--- src/rtl/hazard_md_ctrl.sv ---
// Hazard unit for the 5-stage MIPS pipeline: Tnew/Tuse stall detection, D/E/M forwarding selects,
// a multiply/divide busy tracker that stalls HI/LO consumers, and a saturating stall-cycle counter.
module hazard_md_ctrl #(
  parameter int unsigned REG_AW      = 5,
  parameter int unsigned MULT_CYCLES = 5,
  parameter int unsigned DIV_CYCLES  = 10,
  parameter int unsigned CNT_W       = 16
) (
  input  logic              clk,
  input  logic              reset_n,
  input  logic [REG_AW-1:0] D_rs,
  input  logic [REG_AW-1:0] D_rt,
  input  logic [1:0]        rs_tuse,
  input  logic [1:0]        rt_tuse,
  input  logic [REG_AW-1:0] E_rs,
  input  logic [REG_AW-1:0] E_rt,
  input  logic [REG_AW-1:0] M_rt,
  input  logic [REG_AW-1:0] E_wb,
  input  logic [REG_AW-1:0] M_wb,
  input  logic [REG_AW-1:0] W_wb,
  input  logic [1:0]        E_type,
  input  logic [1:0]        M_type,
  input  logic [1:0]        W_type,
  input  logic              E_md_start,
  input  logic              E_md_is_div,
  input  logic              D_md_use,
  input  logic              cnt_clr,
  output logic              stall_pc,
  output logic              stall_D,
  output logic              flush_E,
  output logic [1:0]        stall_cause,
  output logic [2:0]        fwd_D_rs,
  output logic [2:0]        fwd_D_rt,
  output logic [1:0]        fwd_E_rs,
  output logic [1:0]        fwd_E_rt,
  output logic              fwd_M_rt,
  output logic              md_busy,
  output logic [CNT_W-1:0]  stall_cnt
);

  localparam int unsigned MD_W = 8;
  localparam logic [1:0] T_NONE = 2'd0;
  localparam logic [1:0] T_PC   = 2'd1;
  localparam logic [1:0] T_ALU  = 2'd2;
  localparam logic [1:0] T_DM   = 2'd3;
  localparam logic [1:0] TUSE_NONE = 2'd3;

  // Cycles until a producer's result exists, counted from the stage it currently occupies.
  function automatic logic [1:0] tnew_e(input logic [1:0] t);
    case (t)
      T_ALU:   tnew_e = 2'd1;
      T_DM:    tnew_e = 2'd2;
      default: tnew_e = 2'd0;
    endcase
  endfunction

  function automatic logic [1:0] tnew_m(input logic [1:0] t);
    tnew_m = (t == T_DM) ? 2'd1 : 2'd0;
  endfunction

  function automatic logic hit(input logic [REG_AW-1:0] src, input logic [REG_AW-1:0] wb,
                               input logic [1:0] t);
    hit = (src == wb) && (wb != '0) && (t != T_NONE);
  endfunction

  function automatic logic need_stall(input logic [REG_AW-1:0] src, input logic [1:0] tuse,
                                      input logic [REG_AW-1:0] ewb, input logic [1:0] et,
                                      input logic [REG_AW-1:0] mwb, input logic [1:0] mt);
    need_stall = (tuse != TUSE_NONE) &&
                 ((hit(src, ewb, et) && (tnew_e(et) > tuse)) ||
                  (hit(src, mwb, mt) && (tnew_m(mt) > tuse)));
  endfunction

  // D-stage select: only ready producers are candidates, youngest first.
  function automatic logic [2:0] sel_d(input logic [REG_AW-1:0] src,
                                       input logic [REG_AW-1:0] ewb, input logic [1:0] et,
                                       input logic [REG_AW-1:0] mwb, input logic [1:0] mt,
                                       input logic [REG_AW-1:0] wwb, input logic [1:0] wt);
    if (hit(src, ewb, et) && et == T_PC)        sel_d = 3'd1;
    else if (hit(src, mwb, mt) && mt == T_PC)   sel_d = 3'd2;
    else if (hit(src, mwb, mt) && mt == T_ALU)  sel_d = 3'd3;
    else if (hit(src, wwb, wt))                 sel_d = 3'd4;
    else                                        sel_d = 3'd0;
  endfunction

  function automatic logic [1:0] sel_e(input logic [REG_AW-1:0] src,
                                       input logic [REG_AW-1:0] mwb, input logic [1:0] mt,
                                       input logic [REG_AW-1:0] wwb, input logic [1:0] wt);
    if (hit(src, mwb, mt) && mt == T_PC)        sel_e = 2'd1;
    else if (hit(src, mwb, mt) && mt == T_ALU)  sel_e = 2'd2;
    else if (hit(src, wwb, wt))                 sel_e = 2'd3;
    else                                        sel_e = 2'd0;
  endfunction

  logic [MD_W-1:0] md_cnt;
  logic            data_stall;
  logic            md_stall;
  logic            stall;

  always_comb begin
    data_stall = need_stall(D_rs, rs_tuse, E_wb, E_type, M_wb, M_type) ||
                 need_stall(D_rt, rt_tuse, E_wb, E_type, M_wb, M_type);
    md_stall   = D_md_use && (md_busy || E_md_start);
    stall      = data_stall || md_stall;
  end

  assign stall_pc    = stall;
  assign stall_D     = stall;
  assign flush_E     = stall;
  assign stall_cause = {md_stall, data_stall};

  // Forwarding depends only on pipeline contents, never on the stall decision.
  always_comb begin
    fwd_D_rs = sel_d(D_rs, E_wb, E_type, M_wb, M_type, W_wb, W_type);
    fwd_D_rt = sel_d(D_rt, E_wb, E_type, M_wb, M_type, W_wb, W_type);
    fwd_E_rs = sel_e(E_rs, M_wb, M_type, W_wb, W_type);
    fwd_E_rt = sel_e(E_rt, M_wb, M_type, W_wb, W_type);
    fwd_M_rt = hit(M_rt, W_wb, W_type);
  end

  // A new mult/div reloads the counter even while a previous one is still running.
  always_ff @(posedge clk or negedge reset_n) begin
    if (!reset_n) begin
      md_cnt <= '0;
    end else if (E_md_start) begin
      md_cnt <= E_md_is_div ? MD_W'(DIV_CYCLES) : MD_W'(MULT_CYCLES);
    end else if (md_cnt != '0) begin
      md_cnt <= md_cnt - MD_W'(1);
    end
  end

  assign md_busy = (md_cnt != '0);

  always_ff @(posedge clk or negedge reset_n) begin
    if (!reset_n) begin
      stall_cnt <= '0;
    end else if (cnt_clr) begin
      stall_cnt <= '0;
    end else if (stall && (stall_cnt != '1)) begin
      stall_cnt <= stall_cnt + CNT_W'(1);
    end
  end

endmodule

--- config.mk ---
export PLATFORM = sky130hd
export DESIGN_NAME = hazard_md_ctrl
export DESIGN_NICKNAME = d
export VERILOG_FILES = /design/src/rtl/hazard_md_ctrl.sv
export SDC_FILE = /design/constraint.sdc
export NUM_CORES = 1
export LEC_CHECK = 0
export ABC_AREA = 1
export CELL_PAD_IN_SITES_DETAIL_PLACEMENT = 1
export CELL_PAD_IN_SITES_GLOBAL_PLACEMENT = 1
export CORE_MARGIN = 2
export CORE_UTILIZATION = 30
export CTS_BUF_LIST = sky130_fd_sc_hd__clkbuf_8
export DETAILED_ROUTE_END_ITERATION = 10
export MAX_ROUTING_LAYER = met4
export PLACE_DENSITY = 0.76
export REMOVE_ABC_BUFFERS = 1
export SYNTH_ARGS = -nofsm -noshare
export SYNTH_HDL_FRONTEND = slang
export SYNTH_SLANG_ARGS = --single-unit
--- constraint.sdc ---
create_clock -name clk -period 4.5 [get_ports clk]
set_clock_uncertainty 0.1 [all_clocks]
set_input_delay 1.35 -clock clk [delete_from_list [all_inputs] [get_ports clk]]
set_output_delay 1.35 -clock clk [all_outputs]
set_load 0.005 [all_outputs]
==> impl_metrics.env <==
export IMPL_place_inst=685
export IMPL_hold_viol_final=0
export IMPL_routed_wl_um=10590
export IMPL_synth_compound_area_share_pct=9.991
export IMPL_grt_pass1_vias=3660
export IMPL_comb_power_share_pct=47.2
export IMPL_arrival_ns=2.98
export IMPL_fmax_mhz=225.8
export IMPL_die_height_um=101.3
export IMPL_synth_most_common_cell="nand2_1"
export IMPL_min_path_type="flip-flop to flip-flop"
export IMPL_p_leak_nw=2.455
export IMPL_initial_core_util_pct=30.91
export IMPL_numCtsBuffers=3
export IMPL_start_kind="primary input"
export IMPL_maxCapViolations=0
export IMPL_ir_drop_uv=108.3
export IMPL_finalNetCount=649
export IMPL_p_sw_share_pct=36.67
export IMPL_wire_per_inst_um=15.27
export IMPL_htree_levels=1
export IMPL_dpl_cell_area_um2=4238
export IMPL_clockBufferDepth=2
export IMPL_clkPwrFrac_pct=18.4
export IMPL_grt_pass1_wl_um=16860
export IMPL_worst_setup_path_type="primary input to primary output"
export IMPL_synthArstFlopShare_pct=100.0
export IMPL_antenna_found_initial=0
export IMPL_drt_first_pass_iters=6
export IMPL_seq_power_share_pct=34.3
export IMPL_vias_per_cell=5.012
export IMPL_cts_sinks=24
export IMPL_routabilityCongestion=0.9600
export IMPL_drt_iter0_drc=86
export IMPL_clock_latency_ns=0.27
export IMPL_worstSetupEndpointType="primary output"
export IMPL_status="complete, no violations"
export IMPL_grt_max_degree=25
export IMPL_portBuffers=88
export IMPL_tightestPinTransition_ns=0.5213
export IMPL_period_needed_ns=4.428
export IMPL_layout_drive_gt1_share_pct=25.90
export IMPL_slew_violations=0
export IMPL_antennaDiodeCount=0
export IMPL_gr_total_overflow=0
export IMPL_synth_area_per_cell_um2=6.565
export IMPL_intPower_mw=0.4439
export IMPL_synth_cells=433
export IMPL_layoutNonFillerInstCount=694
export IMPL_ioPinCount=89
export IMPL_route_detailed_drc=0
export IMPL_ys_top_cells_by_count="107 x nand2_1, 72 x inv_1, 37 x nor2_1"
export IMPL_root_buffer="clkbuf_8"
export IMPL_p_sw_mw=0.2570
export IMPL_area_growth_pct=57.66
export IMPL_synth_flop_cell="dfrtp_1"
export IMPL_nFillCells=1201
export IMPL_hpwlAfterDp_um=8488
export IMPL_p_total_mw=0.7010
export IMPL_antenna_left=0
export IMPL_ys_seq_area_share_pct=21.13
export IMPL_synth_top_family_by_area="simple AND/OR/NAND/NOR gates"
export IMPL_netlist_area_um2=2843
export IMPL_yosys_area_share_simple_pct=42.25
export IMPL_synth_edf_count=0
export IMPL_post_route_cell_area_um2=4482
export IMPL_synthTopCellsByArea="dfrtp_1 21%, nand2_1 14%, inv_1 9.5%, xor2_1 6.2%, nor2_1 4.9%"
export IMPL_track_usage_pct=20.97
export IMPL_cp_max_fo=3
export IMPL_synth_fa_ha_area_share_pct=3.521
export IMPL_yosysTopAreaCell="dfrtp_1"
export IMPL_clk_pin_slew_ns=0.08
export IMPL_synth_cell_type_count=38
export IMPL_vias=3478
export IMPL_cts_tree="done"
export IMPL_final_setup_viol_count=0
export IMPL_synth_xor_area_share_pct=9.243
export IMPL_dieArea_um2=10270
export IMPL_die_w_um=101.3
export IMPL_critPathRequiredTime_ns=3.05
export IMPL_finalCritPeriodShare_pct=98.40
export IMPL_synth_mux_area_share_pct=0
export IMPL_ys_warn_count=0
export IMPL_core_area_um2=9196
export IMPL_power_density_nw_per_um2=156.4
export IMPL_synth_top_area_share_pct=21.13
export IMPL_ys_seq_elements=24
export IMPL_rows=35
export IMPL_max_slew_margin_pct=65.21
cells in the final DEF (no fill, tap or decap), types with 4 or more instances in the layout:
cell             Yosys  routed
nand2_1            107     106
buf_4                4      71
inv_1               72      64
clkdlybuf4s50_1      0      39
nor2_1              37      29
dlygate4sd2_1        0      26
nand3_1             27      24
dfrtp_1             24      24
nand4_1             21      21
xor2_1              20      20
dlymetal6s2s_1       0      17
nand3_2             11      14
o21ai_0             18      14
inv_2                1       9
nor2_2               1       9
xnor2_1             10       9
a21oi_1             11       8
ha_1                 8       6
or2_2                6       5
o22ai_1              5       5
nor3_2               1       4
o21ai_1              0       4
nand2_2              3       4
nand2_4              4       4
clkbuf_2             0       4
stage by stage:
stage | hold slack, ns | TNS, ns | util (%) | worst slack (ns)
3_3_place_gp | 0.3245 | -5.556 | 46.08 | -0.4942
6_report | 0.3589 | 0 | 48.73 | 0.07199
2_1_floorplan | 0.3139 | 0 | - | 0.5856
3_5_place_dp | 0.3524 | -6.130 | 46.08 | -0.5025
4_1_cts | 0.3644 | 0 | 47.14 | 0.01252
5_1_grt | 0.3974 | -0.02953 | 48.73 | -0.01552
per-layer routing:
layer	track usage, %	routed length, um	vias to the layer above
li1	-	-	1705
met1	25.90	4541	1672
met2	37.54	5519	84
met3	1.932	337	17
met4	3.638	195	0
met5	-	0	-
final timing paths:
kind | startpoint | to | slack, ns | cells after the start
worst max-delay path | E_rs[3] | fwd_E_rs[0] | 0.07 | 9
worst min-delay path | md_cnt[5] | md_cnt[5] | 0.36 | 1
worst max register to register | md_cnt[0] | stall_cnt[7] | 2.06 | 13
worst min register to register | md_cnt[5] | md_cnt[5] | 0.36 | 1
max in group asynchronous | reset_n | stall_cnt[2] | 2.69 | 2
min in group asynchronous | reset_n | stall_cnt[9] | 1.34 | 2
flip-flops by register name, summed over array words and instances, names as in the netlist:
register	count
stall_cnt	16
md_cnt	8
critical path: stages:
cell	delay, ns
clkdlybuf4s50_1	0.52
inv_1	0.08
nand2_1	0.08
nand3_2	0.10
nor4_4	0.31
buf_4	0.16
o21ai_0	0.07
nand2_1	0.06
dlygate4sd2_1	0.24
kinds of logic (layout without fill, tap and decap cells):
group           Yosys count  in the layout
compound gates           48             48
xor+xnor                 30             30
fa+ha+maj                 8              8
buf+inv                  86            236
flops                    24             24
simple gates            237            237
layout make-up:
| cell class | count | area [um2] | area share, % |
|---|---|---|---|
| Multi-Input combinational cell | 323 | 2011 | 44.86 |
| Timing Repair Buffer | 160 | 1416 | 31.60 |
| Sequential cell | 24 | 600.6 | 13.40 |
| Inverter | 73 | 274.0 | 6.114 |
| Tap cell | 111 | 138.9 | 3.099 |
| Clock buffer | 3 | 41.29 | 0.9213 |
power groups by stage:
stage	registers [mW]	clock network, mW	logic, mW
after floorplan	0.243	0	0.137
after global placement	0.243	0	0.303
after detailed placement	0.245	0	0.316
after CTS	0.240	0.136	0.320
after global routing	0.243	0.144	0.366
final	0.240	0.129	0.331
what timing repair did:
action                     CTS  global route
setup endpoints to repair   15            14
pin swaps                    8            18
gates resized for setup     58            47
setup buffers                2             4
hold buffers                 0             0
(Power assumes the default switching activity.)
